[config.mk]
export PLATFORM = sky130hd
export DESIGN_NAME = spi_slave_stream_flat
export DESIGN_NICKNAME = d
export VERILOG_FILES = /design/src/rtl/spi_slave_stream_if.sv /design/src/rtl/spi_slave_stream.sv /design/src/flat_wrapper.sv
export SDC_FILE = /design/constraint.sdc
export NUM_CORES = 1
export LEC_CHECK = 0
export CAP_MARGIN = 10
export CORE_MARGIN = 3
export CORE_UTILIZATION = 55
export CTS_BUF_LIST = sky130_fd_sc_hd__clkbuf_2
export CTS_CLUSTER_SIZE = 20
export DETAILED_ROUTE_END_ITERATION = 16
export PLACE_DENSITY = 0.82
export SYNTH_ARGS = -nofsm -noshare
export SYNTH_HDL_FRONTEND = slang
export SYNTH_SLANG_ARGS = --single-unit
export TNS_END_PERCENT = 100
[constraint.sdc]
create_clock -name clk -period 2.5 [get_ports clk]
set_input_delay 0.375 -clock clk [delete_from_list [all_inputs] [get_ports clk]]
set_output_delay 0.375 -clock clk [all_outputs]
set_load 0.05 [all_outputs]
[src/rtl/spi_slave_stream_if.sv]
// SPI pin and tx/rx stream bundle for spi_slave_stream.
// slave: DUT view; master: SPI master plus stream producer/consumer view.
`timescale 1ns/1ps
interface spi_slave_stream_if #(
  parameter int DATA_WIDTH = 16
);
  logic                  sclk;
  logic                  cs_bar;
  logic                  mosi;
  logic                  miso;
  logic                  miso_oe;
  logic [DATA_WIDTH-1:0] tx_data;
  logic                  tx_valid;
  logic                  tx_ready;
  logic [DATA_WIDTH-1:0] rx_data;
  logic                  rx_valid;
  logic                  rx_ready;
  logic                  busy;
  logic                  tx_underrun;
  logic                  rx_overrun;
  logic                  frame_abort;

  modport slave (
    input  sclk, cs_bar, mosi,
    input  tx_data, tx_valid, rx_ready,
    output miso, miso_oe,
    output tx_ready, rx_data, rx_valid,
    output busy, tx_underrun,
    output rx_overrun, frame_abort
  );

  modport master (
    output sclk, cs_bar, mosi,
    output tx_data, tx_valid, rx_ready,
    input  miso, miso_oe,
    input  tx_ready, rx_data, rx_valid,
    input  busy, tx_underrun,
    input  rx_overrun, frame_abort
  );
endinterface

[src/rtl/spi_slave_stream.sv]
// SPI slave with synchronised pins, streaming multi-word frames, tx/rx holding regs.
// Ports: clk, reset (async active-low), bus (spi_slave_stream_if.slave: pins + streams).
`timescale 1ns/1ps
module spi_slave_stream #(
  parameter int DATA_WIDTH  = 16,
  parameter int CPOL        = 0,
  parameter int CPHA        = 0,
  parameter int LSB_FIRST   = 0,
  parameter int SYNC_STAGES = 2
) (
  input logic clk,
  input logic reset,
  spi_slave_stream_if.slave bus
);
  localparam int   CW   = $clog2(DATA_WIDTH + 1);
  localparam int   FW   = $clog2(SYNC_STAGES + 1);
  localparam logic IDLV = (CPOL != 0);

  typedef enum logic [1:0] {
    IDLE,
    SHIFT,
    DRAIN
  } state_t;

  state_t r_state, w_next;

  logic [SYNC_STAGES-1:0] r_sclk_sync, r_cs_sync, r_mosi_sync;
  logic r_sclk_prev;
  logic [FW-1:0] r_fill;
  logic r_armed;

  logic [DATA_WIDTH-1:0] r_hold, r_tx_shift, r_rx_shift, r_rx_data;
  logic r_hold_full, r_rx_valid, r_skip;
  logic [CW-1:0] r_bit_cnt;
  logic r_miso, r_oe, r_underrun, r_overrun, r_abort;

  logic w_sclk, w_cs, w_mosi, w_lead, w_trail;
  logic w_sample, w_drive;
  logic w_load, w_first, w_smp, w_shift, w_done, w_abort;
  logic [DATA_WIDTH-1:0] w_rx_next, w_tx_adv;
  logic w_tx_bit;

  assign w_sclk  = r_sclk_sync[SYNC_STAGES-1];
  assign w_cs    = r_cs_sync[SYNC_STAGES-1];
  assign w_mosi  = r_mosi_sync[SYNC_STAGES-1];
  assign w_lead  = (r_sclk_prev == IDLV) && (w_sclk != IDLV);
  assign w_trail = (r_sclk_prev != IDLV) && (w_sclk == IDLV);
  assign w_sample = (CPHA != 0) ? w_trail : w_lead;
  assign w_drive  = (CPHA != 0) ? w_lead : w_trail;

  assign w_rx_next = (LSB_FIRST != 0) ?
    {w_mosi, r_rx_shift[DATA_WIDTH-1:1]} :
    {r_rx_shift[DATA_WIDTH-2:0], w_mosi};
  assign w_tx_adv = (LSB_FIRST != 0) ?
    {1'b0, r_tx_shift[DATA_WIDTH-1:1]} :
    {r_tx_shift[DATA_WIDTH-2:0], 1'b0};
  assign w_tx_bit = (LSB_FIRST != 0) ?
    r_tx_shift[0] : r_tx_shift[DATA_WIDTH-1];

  always_ff @(posedge clk or negedge reset) begin
    if (!reset) begin
      r_sclk_sync <= {SYNC_STAGES{IDLV}};
      r_cs_sync   <= '1;
      r_mosi_sync <= '0;
      r_sclk_prev <= IDLV;
    end else begin
      r_sclk_sync <= {r_sclk_sync[SYNC_STAGES-2:0], bus.sclk};
      r_cs_sync   <= {r_cs_sync[SYNC_STAGES-2:0], bus.cs_bar};
      r_mosi_sync <= {r_mosi_sync[SYNC_STAGES-2:0], bus.mosi};
      r_sclk_prev <= w_sclk;
    end
  end

  // A frame may only start after cs_bar has been seen high through a
  // fully refilled synchroniser, so a frame cut by reset is ignored.
  always_ff @(posedge clk or negedge reset) begin
    if (!reset) begin
      r_fill  <= '0;
      r_armed <= 1'b0;
    end else begin
      if (r_fill != FW'(SYNC_STAGES)) r_fill <= r_fill + 1'b1;
      if (w_first) r_armed <= 1'b0;
      else if (w_cs && r_fill == FW'(SYNC_STAGES)) r_armed <= 1'b1;
    end
  end

  always_ff @(posedge clk or negedge reset) begin
    if (!reset) r_state <= IDLE;
    else        r_state <= w_next;
  end

  always_comb begin
    w_next  = r_state;
    w_load  = 1'b0;
    w_first = 1'b0;
    w_smp   = 1'b0;
    w_shift = 1'b0;
    w_done  = 1'b0;
    w_abort = 1'b0;
    unique case (r_state)
      IDLE: begin
        if (r_armed && !w_cs) begin
          w_next  = SHIFT;
          w_load  = 1'b1;
          w_first = 1'b1;
        end
      end
      SHIFT: begin
        if (w_cs) begin
          w_next  = DRAIN;
          w_abort = (r_bit_cnt != '0);
        end else if (w_sample) begin
          w_smp = 1'b1;
          if (r_bit_cnt == CW'(DATA_WIDTH - 1)) begin
            w_done = 1'b1;
            w_load = 1'b1;
          end
        end else if (w_drive && !r_skip) begin
          w_shift = 1'b1;
        end
      end
      DRAIN: w_next = IDLE;
      default: w_next = IDLE;
    endcase
  end

  always_ff @(posedge clk or negedge reset) begin
    if (!reset) begin
      r_hold      <= '0;
      r_hold_full <= 1'b0;
      r_tx_shift  <= '0;
      r_rx_shift  <= '0;
      r_rx_data   <= '0;
      r_rx_valid  <= 1'b0;
      r_bit_cnt   <= '0;
      r_skip      <= 1'b0;
      r_miso      <= 1'b0;
      r_oe        <= 1'b0;
      r_underrun  <= 1'b0;
      r_overrun   <= 1'b0;
      r_abort     <= 1'b0;
    end else begin
      r_underrun <= w_load & ~r_hold_full;
      r_overrun  <= w_done & r_rx_valid & ~bus.rx_ready;
      r_abort    <= w_abort;

      if (w_load) begin
        r_tx_shift  <= r_hold_full ? r_hold : '0;
        r_hold_full <= 1'b0;
      end else if (w_shift) begin
        r_tx_shift <= w_tx_adv;
      end
      if (bus.tx_valid && !r_hold_full) begin
        r_hold      <= bus.tx_data;
        r_hold_full <= 1'b1;
      end

      // With CPHA=0 the first edge after frame start samples, so the
      // following drive edge must already shift.
      if (w_load) r_skip <= w_first ? (CPHA != 0) : 1'b1;
      else if (r_state == SHIFT && w_drive) r_skip <= 1'b0;

      if (w_first || w_done) r_bit_cnt <= '0;
      else if (w_smp)        r_bit_cnt <= r_bit_cnt + 1'b1;
      if (w_smp) r_rx_shift <= w_rx_next;

      if (w_done) begin
        r_rx_data  <= w_rx_next;
        r_rx_valid <= 1'b1;
      end else if (r_rx_valid && bus.rx_ready) begin
        r_rx_valid <= 1'b0;
      end

      r_miso <= (r_state == SHIFT) ? w_tx_bit : 1'b0;
      r_oe   <= (r_state == SHIFT);
    end
  end

  assign bus.miso        = r_miso;
  assign bus.miso_oe     = r_oe;
  assign bus.tx_ready    = ~r_hold_full;
  assign bus.rx_data     = r_rx_data;
  assign bus.rx_valid    = r_rx_valid;
  assign bus.busy        = (r_state != IDLE);
  assign bus.tx_underrun = r_underrun;
  assign bus.rx_overrun  = r_overrun;
  assign bus.frame_abort = r_abort;
endmodule

[src/flat_wrapper.sv]
// flat-port wrapper written by rule: the top's interface ports become plain ports
module spi_slave_stream_flat 
#(
  parameter int DATA_WIDTH  = 16,
  parameter int CPOL        = 0,
  parameter int CPHA        = 0,
  parameter int LSB_FIRST   = 0,
  parameter int SYNC_STAGES = 2
)
  (clk, reset, bus_sclk, bus_cs_bar, bus_mosi, bus_tx_data, bus_tx_valid, bus_rx_ready, bus_miso, bus_miso_oe, bus_tx_ready, bus_rx_data, bus_rx_valid, bus_busy, bus_tx_underrun, bus_rx_overrun, bus_frame_abort);
  spi_slave_stream_if #(.DATA_WIDTH(DATA_WIDTH)) bus_i ();
  input logic clk;
  input logic reset;
  input wire logic [$bits(bus_i.sclk)-1:0] bus_sclk;
  input wire logic [$bits(bus_i.cs_bar)-1:0] bus_cs_bar;
  input wire logic [$bits(bus_i.mosi)-1:0] bus_mosi;
  input wire logic [$bits(bus_i.tx_data)-1:0] bus_tx_data;
  input wire logic [$bits(bus_i.tx_valid)-1:0] bus_tx_valid;
  input wire logic [$bits(bus_i.rx_ready)-1:0] bus_rx_ready;
  output wire logic [$bits(bus_i.miso)-1:0] bus_miso;
  output wire logic [$bits(bus_i.miso_oe)-1:0] bus_miso_oe;
  output wire logic [$bits(bus_i.tx_ready)-1:0] bus_tx_ready;
  output wire logic [$bits(bus_i.rx_data)-1:0] bus_rx_data;
  output wire logic [$bits(bus_i.rx_valid)-1:0] bus_rx_valid;
  output wire logic [$bits(bus_i.busy)-1:0] bus_busy;
  output wire logic [$bits(bus_i.tx_underrun)-1:0] bus_tx_underrun;
  output wire logic [$bits(bus_i.rx_overrun)-1:0] bus_rx_overrun;
  output wire logic [$bits(bus_i.frame_abort)-1:0] bus_frame_abort;
  assign bus_i.sclk = bus_sclk;
  assign bus_i.cs_bar = bus_cs_bar;
  assign bus_i.mosi = bus_mosi;
  assign bus_i.tx_data = bus_tx_data;
  assign bus_i.tx_valid = bus_tx_valid;
  assign bus_i.rx_ready = bus_rx_ready;
  assign bus_miso = bus_i.miso;
  assign bus_miso_oe = bus_i.miso_oe;
  assign bus_tx_ready = bus_i.tx_ready;
  assign bus_rx_data = bus_i.rx_data;
  assign bus_rx_valid = bus_i.rx_valid;
  assign bus_busy = bus_i.busy;
  assign bus_tx_underrun = bus_i.tx_underrun;
  assign bus_rx_overrun = bus_i.rx_overrun;
  assign bus_frame_abort = bus_i.frame_abort;
  spi_slave_stream #(.DATA_WIDTH(DATA_WIDTH), .CPOL(CPOL), .CPHA(CPHA), .LSB_FIRST(LSB_FIRST), .SYNC_STAGES(SYNC_STAGES)) u_core (.clk(clk), .reset(reset), .bus(bus_i));
endmodule
; Word-level counts from Yosys, hierarchy flattened
; Cells that the tools add are included.
[classes]
n_reduce_logical = 22
add_sub_neg = 2
muxes = 34
n_bitwise = 7
eq_ne = 6
[ops]
columns = operator, n
row1 = two-way mux 16 bit, 3
row2 = two-way mux 1 bit, 25
row3 = nonzero test 2 bit, 7
row4 = two-way mux 5 bit, 2
row5 = logical AND 1 bit, 8
row6 = "adder 5 x 1 -> 5 bit, second input constant", 1
row7 = "equality test 5 x 4 -> 1 bit, second input constant", 1
row8 = nonzero test 5 bit, 1
row9 = two-way mux 2 bit, 2
row10 = "inequality test 2 x 1 -> 1 bit, second input constant", 2
row11 = inverter 1 bit, 4
row12 = one-hot mux 2 bit (2 select lines), 1
row13 = AND 1 bit, 3
row14 = logical NOT 1 bit, 3
row15 = "adder 2 x 1 -> 2 bit, second input constant", 1
row16 = "equality test 2 x 1 -> 1 bit, second input constant", 1
row17 = "equality test 2 bit, second input constant", 1
row18 = logical NOT 2 bit, 1
row19 = "inequality test 2 bit, second input constant", 1
row20 = one-hot mux 1 bit (2 select lines), 1
row21 = AND reduction 2 bit, 1
row22 = logical OR 1 bit, 1
[totals]
wordCells = 91
register_bits = 88

; Logic depth before layout (Yosys ltp)
; Gate-level depths: netlist of the first run.
[logic_depth]
ltp_word = 9
depth_mapped = 9

; Worst setup path before layout of the first run
; No wires, ideal clock.
[synth_path]
path_type = register to register
start = reg u_core.r_bit_cnt[0]
end = reg u_core.r_rx_data[0] (netlist: u_core.bus.rx_data[0])
slack_ns = 0.418
synth_period_minus_slack_ns = 2.082
setup_ns = 0.125
stages_incl_launch_ff = 8
arrival_ns = 1.957
path_cell_list = dfrtp_1 > ha_1 > and3_1 > ha_1 > and3b_1 > nand2_1 > clkbuf_1 > mux2_2
[synth_via]
elab_chain_len = 5
[synth_lines]
columns = item, line_no
row1 = from (decl), spi_slave_stream.sv:34  ; logic [CW-1:0] r_bit_cnt;
row2 = from (signal assigned), spi_slave_stream.sv:164  ; else if (w_smp) r_bit_cnt <= r_bit_cnt + 1'b1;
row3 = equality test 5 x 4 -> 1 bit, spi_slave_stream.sv:114  ; if (r_bit_cnt == CW'(DATA_WIDTH - 1)) begin
row4 = two-way mux 1 bit, spi_slave_stream.sv:114
row5 = two-way mux 1 bit, spi_slave_stream.sv:112  ; end else if (w_sample) begin
row6 = two-way mux 1 bit, spi_slave_stream.sv:109  ; if (w_cs) begin
row7 = two-way mux 1 bit, spi_slave_stream.sv:100  ; unique case (r_state)
row8 = to (signal assigned), spi_slave_stream.sv:168  ; r_rx_data <= w_rx_next;
row9 = to (decl), spi_slave_stream.sv:32  ; logic [DATA_WIDTH-1:0] r_hold, r_tx_shift, r_rx_shift, r_rx_data;
; Every way passes these cells.
; A chain may end at the register's enable or synchronous reset.

; Final worst setup path of the first run
[layout_path]
start = reg u_core.r_state[1]
end = out bus_busy
[layout_via]
elab_chain_len = 1
[layout_lines]
columns = item, line_no
row1 = from (decl), spi_slave_stream.sv:25  ; state_t r_state, w_next;
row2 = from (signal assigned), spi_slave_stream.sv:89  ; else r_state <= w_next;
row3 = nonzero test 2 bit, spi_slave_stream.sv:184  ; assign bus.busy = (r_state != IDLE);
row4 = to (decl), flat_wrapper.sv:25  ; output wire logic [$bits(bus_i.busy)-1:0] bus_busy;
; Every way passes these cells.

==> key figures, run 1 <==
Placed design
  – Detailed placement HPWL: 3740 um
  – GP Congestion: 0.728
  – Buffers on Ports: 46
  – Setup WS pre-CTS: 0.303 ns

Synthesis
  – Register area share after synthesis: 0.636
  – Yosys warns: 0
  – Cell taking the most area after synthesis: dfrtp_1
  – Top-count cell post-synth: dfrtp_1
  – Yosys reg bits: 88
  – Syn Nets: 276
  – Area contributors post-synth: dfrtp_1 62%, mux2_2 15%, mux2i_1 2.3%
  – Yosys cell types: 37
  – Yosys top cell area share: 0.621
  – Mapped Cells: 249
  – Syn avg cell area: 13.9 um^2
  – Post-Syn Area: 3470 um^2
  – Post-synth EDFFs: 0
  – Synth top cells by count: 86 x dfrtp_1, 47 x mux2_2, 10 x nand3_1, 9 x o21ai_1
  – Synth async-reset ratio: 1.00
  – Post-synth top flop: dfrtp_1

Detailed routing
  – DR vias: 2071
  – ANT nets after route: 0
  – Final wirelength: 5580 um
  – Vias/cell: 5.44
  – DRT Pass-1 Iters: 4
  – DR WL/cell: ~15 um
  – 1st-iter DRT viols: 92
  – Post-route DRC: 0

Floorplanning
  – Chip height: 85.4 um
  – I/O pins: 47
  – Row count: 28
  – Total die area: 7290 um^2
  – CORE AREA: about 6000 um^2
  – Starting Density: 0.575
  – Die width: 85.4 um

Pwr
  – Total power: 3.45 mW
  – PD cells: approximately 840 nW/um^2
  – P_leak: between 1.5 and 2 nW
  – Peak supply drop: 669 uV

Timing
  – Final hold violation count: 0
  – Setup TNS: 0 ns
  – Peak Freq: 427 MHz
  – Worst Skew: 0.0283 ns
  – Setup violations, final: 0
  – Final cycle utilization of the critical path: 0.937
  – Fin. max-slew vios: 0
  – Max_slew headroom: 0.632
  – RSZ-0062 raised after global routing: false
  – Post-route setup slack: approximately 0.16 ns
  – Clock period minus final worst setup slack: 2.34 ns
  – Worst slew pin tran: 0.552 ns

Global routing
  – Initial antenna violation count: 0
  – GRT Total Usage: 0.178
  – Largest net degree at the start of global routing: 89
  – Vias in the first global route: around 2200
  – First-pass GRT wire length: 10300 um
  – Total grt overflow: 0

CTS
  – H-tree depth: 3
  – Num CTS Buffers: 9
  – CTS clk-pin slew, worst paths: 0.20 ns
  – Clock Tree Buf Depth: 2
  – Number of buffers added for setup after CTS: 0
  – Root buf cell: clkbuf_2
  – Skew-Pair Late Insertion Delay: 0.51 ns
  – Clock sink count: 88
  – CTS tree: built

Setup path
  – WP data required: 2.12 ns
  – CP endpoint kind: output port
  – Worst path arrival time: 1.97 ns
  – Crit-path max FO: 5
  – Critical path class: flop to output port
  – Crit start category: flop

Cells and area
  – Synth-to-Final Area Change: 18.4%
  – Antenna fix cells: 0
  – Fillers: 452
  – Util after Layout: 0.681
  – Final layout net count: 328
  – Storage element area: 2200 um^2
  – Area of the multi-input gates: 1180 um^2
  – Layout cells sized above 1: 0.248

Min path
  – Worst min path class: input pin to flop

Job
  – Total of max-cap violations: 0

Status
  – Outcome: finished clean
cell usage in the layout, fill, tap and decap left out, types with 6 or more instances in the layout:
cell | netlist | layout
nor2_1 | 6 | 6
o21ai_1 | 9 | 9
nand2_1 | 7 | 7
nand3_1 | 10 | 10
mux2i_1 | 8 | 8
a21oi_1 | 7 | 7
clkbuf_2 | 0 | 12
a221o_1 | 7 | 7
buf_4 | 1 | 6
and3_1 | 8 | 8
clkdlybuf4s50_1 | 0 | 44
mux2_2 | 47 | 47
inv_1 | 7 | 7
dfrtp_1 | 86 | 86
final timing paths:
| path | startpoint | slack, ns | cells after the start | to |
|---|---|---|---|---|
| min in group asynchronous | reset | 0.41 | 3 | u_core.r_hold[3] |
| setup / recovery | u_core.r_state[1] | 0.16 | 2 | bus_busy |
| max in group asynchronous | reset | 1.73 | 3 | u_core.r_mosi_sync[1] |
| hold / removal | bus_cs_bar | 0.26 | 1 | u_core.r_cs_sync[0] |
| hold reg to reg | u_core.r_cs_sync[0] | 0.37 | 0 | u_core.r_cs_sync[1] |
| setup reg to reg | u_core.r_bit_cnt[0] | 0.26 | 7 | u_core.r_tx_shift[1] |
per-layer routing:
metal	up-vias	global-route usage	wire, um
met3	9	0.0320	227
li1	981	-	-
met1	1032	0.246	2620
met4	0	0.0777	106
met2	49	0.279	2630
met5	-	0	0
report_power, final:
group / total, mW / switching [mW] / internal, mW
registers: 2.00 / 0.235 / 1.77
logic: 0.872 / 0.434 / 0.438
clock network: 0.578 / 0.441 / 0.137
total: 3.45 / 1.11 / 2.34
flip-flops by register name, indices dropped and copies added (netlist names), 2 cells and up:
register,cells
u_core.r_rx_shift,15
u_core.r_tx_shift,16
u_core.r_bit_cnt,5
u_core.r_cs_sync,2
u_core.r_mosi_sync,2
u_core.bus.rx_data,16
u_core.r_state,2
u_core.r_fill,2
u_core.r_hold,16
u_core.r_sclk_sync,2
cells by family (layout without fill, tap and decap cells):
logic type	Yosys count	after routing	synth area share
muxes	55	55	0.176
AOI/OAI and AO/OA	31	31	0.0577
and+or+nand+nor	50	50	0.0863
buffers and inverters	19	76	0.0249
DFF	88	88	0.636
xor gates and xnor gates	2	2	0.00505
adders and majority gates	4	4	0.0144
area by class of cell:
cell class,instances,area share
clock buffer,12,0.0146
clock inverter,4,0.00518
inverter,7,0.00640
multi-input combinational,142,0.286
sequential,88,0.537
tap,75,0.0229
timing repair buffer,53,0.128
per-stage QoR:
step / std cells / hold WS, ns / area (um^2)
floorplan: 249 / 0.0794 / 3470
finish: 381 / 0.261 / 4110
CTS: 381 / 0.223 / 4110
detailed placement: 364 / 0.349 / 4020
global placement: 364 / 0.333 / 4020
global route: 381 / 0.213 / 4110
critical path, cell delays in order, from the launching register on:
cell,delay (ns)
dfrtp_1,0.46
or2_2,0.32
clkdlybuf4s50_1,0.70
repair_timing:
item / in CTS / in global routing
hold buffers: 1 / 0
gates resized for setup: 1 / 0
setup endpoints to repair: 1 / 0
hold endpoints to repair: 86 / 0
Power figures use the tool's default switching activity.
==> run 2: changes to the inputs <==
==> constraint.sdc (replaced) <==
create_clock -name clk -period 2.7 [get_ports clk]
set_input_delay 0.405 -clock clk [delete_from_list [all_inputs] [get_ports clk]]
set_output_delay 0.405 -clock clk [all_outputs]
set_load 0.05 [all_outputs]
==> run 2 against run 1 <==
  * Critical path depth stayed put
  * Routed wire length rose by 2.8%
  * Global-route usage grew 0.23 points
  * Sequential cell count unchanged
  * Worst setup slack lost 0.017 ns
  * Critical path type unchanged
  * Largest power group unchanged
==> key figures, run 2 (same netlist as run 1, synthesis figures left out) <==
Global routing
  – Total grt overflow: 0 (unchanged)
  – First-pass GRT wire length: 10200 um (was 10300 um)
  – GRT Total Usage: 0.180 (was 0.178)
  – Vias in the first global route: 2145 (was 2183)
  – Initial antenna violation count: 0 (unchanged)
  – Largest net degree at the start of global routing: 54 (was 89)

Placed design
  – Detailed placement HPWL: 3940 um (was 3740 um)
  – Buffers on Ports: 46 (unchanged)
  – GP Congestion: 0.763 (was 0.728)
  – Setup WS pre-CTS: 0.487 ns (was 0.303 ns)

Cells and area
  – Antenna fix cells: 0 (unchanged)
  – Storage element area: 2200 um^2 (unchanged)
  – Synth-to-Final Area Change: 18.5% (was 18.4%)
  – Commonest non-fill, non-tap cell in the layout: dfrtp_1 (unchanged)
  – Most frequent cells in the layout: 86 x dfrtp_1, 47 x mux2_2, 45 x clkdlybuf4s50_1 (was 86 x dfrtp_1, 47 x mux2_2, 44 x clkdlybuf4s50_1)
  – Fillers: 453 (was 452)
  – Area of the multi-input gates: 1180 um^2 (unchanged)
  – Layout cells sized above 1: 0.248 (unchanged)
  – Final layout net count: 328 (unchanged)

Setup path
  – R2r endpoint: u_core.r_tx_shift[15] (was u_core.r_tx_shift[1])
  – Critical path class: flop to output port (unchanged)
  – Worst path arrival time: 2.16 ns (was 1.97 ns)
  – Worst reg-to-reg setup slack: 0.45 ns (was 0.26 ns)
  – Reg2reg path depth: 7 (unchanged)
  – Crit-path max FO: 19 (was 5)
  – RR Startpoint: u_core.r_bit_cnt[0] (unchanged)
  – Crit start category: flop (unchanged)
  – Crit path from: u_core.r_hold_full (was u_core.r_state[1])
  – WP data required: 2.30 ns (was 2.12 ns)
  – CP endpoint kind: output port (unchanged)
  – Crit path to: bus_tx_ready (was bus_busy)

Detailed routing
  – DR top layer: met4 (unchanged)
  – Met3 WL: 270 um (was 227 um)
  – Met2 wire length: 2710 um (was 2630 um)
  – DR WL/cell: 15.1 um (was 14.6 um)
  – Final wirelength: 5740 um (was 5580 um)
  – Post-route DRC: 0 (unchanged)
  – 1st-iter DRT viols: 107 (was 92)
  – Vias/cell: 5.55 (was 5.44)
  – ANT nets after route: 0 (unchanged)
  – DRT met1 WL: 2640 um (was 2620 um)
  – DRT Pass-1 Iters: 4 (unchanged)
  – DR vias: 2115 (was 2071)

CTS
  – Clock sink count: 88 (unchanged)
  – CTS Hold Bufs: 1 (unchanged)
  – CTS clk-pin slew, worst paths: 0.22 ns (was 0.20 ns)
  – CTS-repair resized insts: 0 (was 1)
  – Clock Tree Buf Depth: 2 (unchanged)
  – H-tree depth: 3 (unchanged)
  – Number of buffers added for setup after CTS: 0 (unchanged)
  – Root buf cell: clkbuf_2 (unchanged)
  – Num CTS Buffers: 9 (unchanged)
  – Skew-Pair Late Insertion Delay: 0.54 ns (was 0.51 ns)
  – CTS tree: built (unchanged)

Timing
  – Setup TNS: 0 ns (unchanged)
  – Worst Skew: 0.0222 ns (was 0.0283 ns)
  – Post-route setup slack: 0.140 ns (was 0.157 ns)
  – Clock period minus final worst setup slack: 2.56 ns
  – Fin. max-slew vios: 0 (unchanged)
  – Peak Freq: 391 MHz
  – Worst slew pin tran: 0.536 ns (was 0.552 ns)
  – Setup violations, final: 0 (unchanged)
  – Max_slew headroom: 0.643 (was 0.632)
  – Final cycle utilization of the critical path: 0.948
  – RSZ-0062 raised after global routing: false (unchanged)
  – Final hold violation count: 0 (unchanged)

Pwr
  – Peak supply drop: 572 uV (was 669 uV)
  – P_leak: 1.91 nW (was 1.92 nW)
  – PD cells: 784 nW/um^2 (was 840 nW/um^2)

Status
  – Outcome: finished clean (unchanged)

Floorplanning
  – Starting Density: 0.575 (unchanged)
  – Chip height: 85.4 um (unchanged)
  – Die width: 85.4 um (unchanged)
  – Total die area: 7290 um^2 (unchanged)
  – Row count: 28 (unchanged)
  – CORE AREA: 6030 um^2 (unchanged)
  – I/O pins: 47 (unchanged)

Job
  – Total of max-cap violations: 0 (unchanged)

Min path
  – Worst min path class: input pin to flop (unchanged)
==> run 2: cell types whose count changed in the layout (fill, tap and decap cells not counted) <==
| cell | previous run | this run |
|---|---|---|
| clkdlybuf4s50_1 | 44 | 45 |
| clkinvlp_4 | 1 | 2 |
| clkbuf_2 | 12 | 13 |
| dlygate4sd2_1 | 1 | 0 |
| clkinv_2 | 2 | 0 |
==> run 2: report_power, final <==
part           total (mW)  switching (mW)  leakage, nW  internal (mW)
clock               0.553           0.420       0.0559          0.133
sequential           1.86           0.222         1.14           1.64
combinational       0.813           0.402        0.716          0.411
total                3.22            1.04         1.91           2.18
==> run 2: critical path: stages, from the launching register on <==
cell	delay (ns)
dfrtp_1	0.63
inv_1	0.17
clkdlybuf4s50_1	0.81
==> run 2: metrics by stage <==
step	std cells	util	hold slack [ns]	power (mW)	cell area, um^2
2_1_floorplan	249	-	0.109	2.44	3470
3_3_place_gp	364	0.667	0.332	2.66	4020
3_5_place_dp	364	0.667	0.346	2.71	4020
4_1_cts	381	0.682	0.223	3.24	4110
5_1_grt	381	0.682	0.186	3.43	4110
6_report	381	0.682	0.252	3.22	4110
==> run 2: area by class of cell <==
class / count / share of cell area
sequential: 88 / 0.536
clock buffer: 13 / 0.0158
multi-input combinational: 142 / 0.286
clock inverter: 3 / 0.00457
inverter: 7 / 0.00639
timing repair buffer: 53 / 0.128
tap: 75 / 0.0228
==> run 2: how the worst min path moves through the flow <==
| stage | end | from | cells after the start |
|---|---|---|---|
| 4_1_cts | u_core.r_cs_sync[0] | bus_cs_bar | 1 |
| 5_1_grt | u_core.r_cs_sync[0] | bus_cs_bar | 1 |
| 2_1_floorplan | u_core.bus.frame_abort | reset | 0 |
| 3_3_place_gp | u_core.r_mosi_sync[1] | u_core.r_mosi_sync[0] | 0 |
| 6_report | u_core.r_cs_sync[0] | bus_cs_bar | 1 |
| 3_5_place_dp | u_core.r_mosi_sync[1] | u_core.r_mosi_sync[0] | 0 |
==> run 2: routing by layer <==
metal | track usage | vias up
li1 | - | 992
met1 | 0.243 | 1065
met2 | 0.279 | 49
met3 | 0.0476 | 9
met4 | 0.0777 | 0
met5 | 0 | -
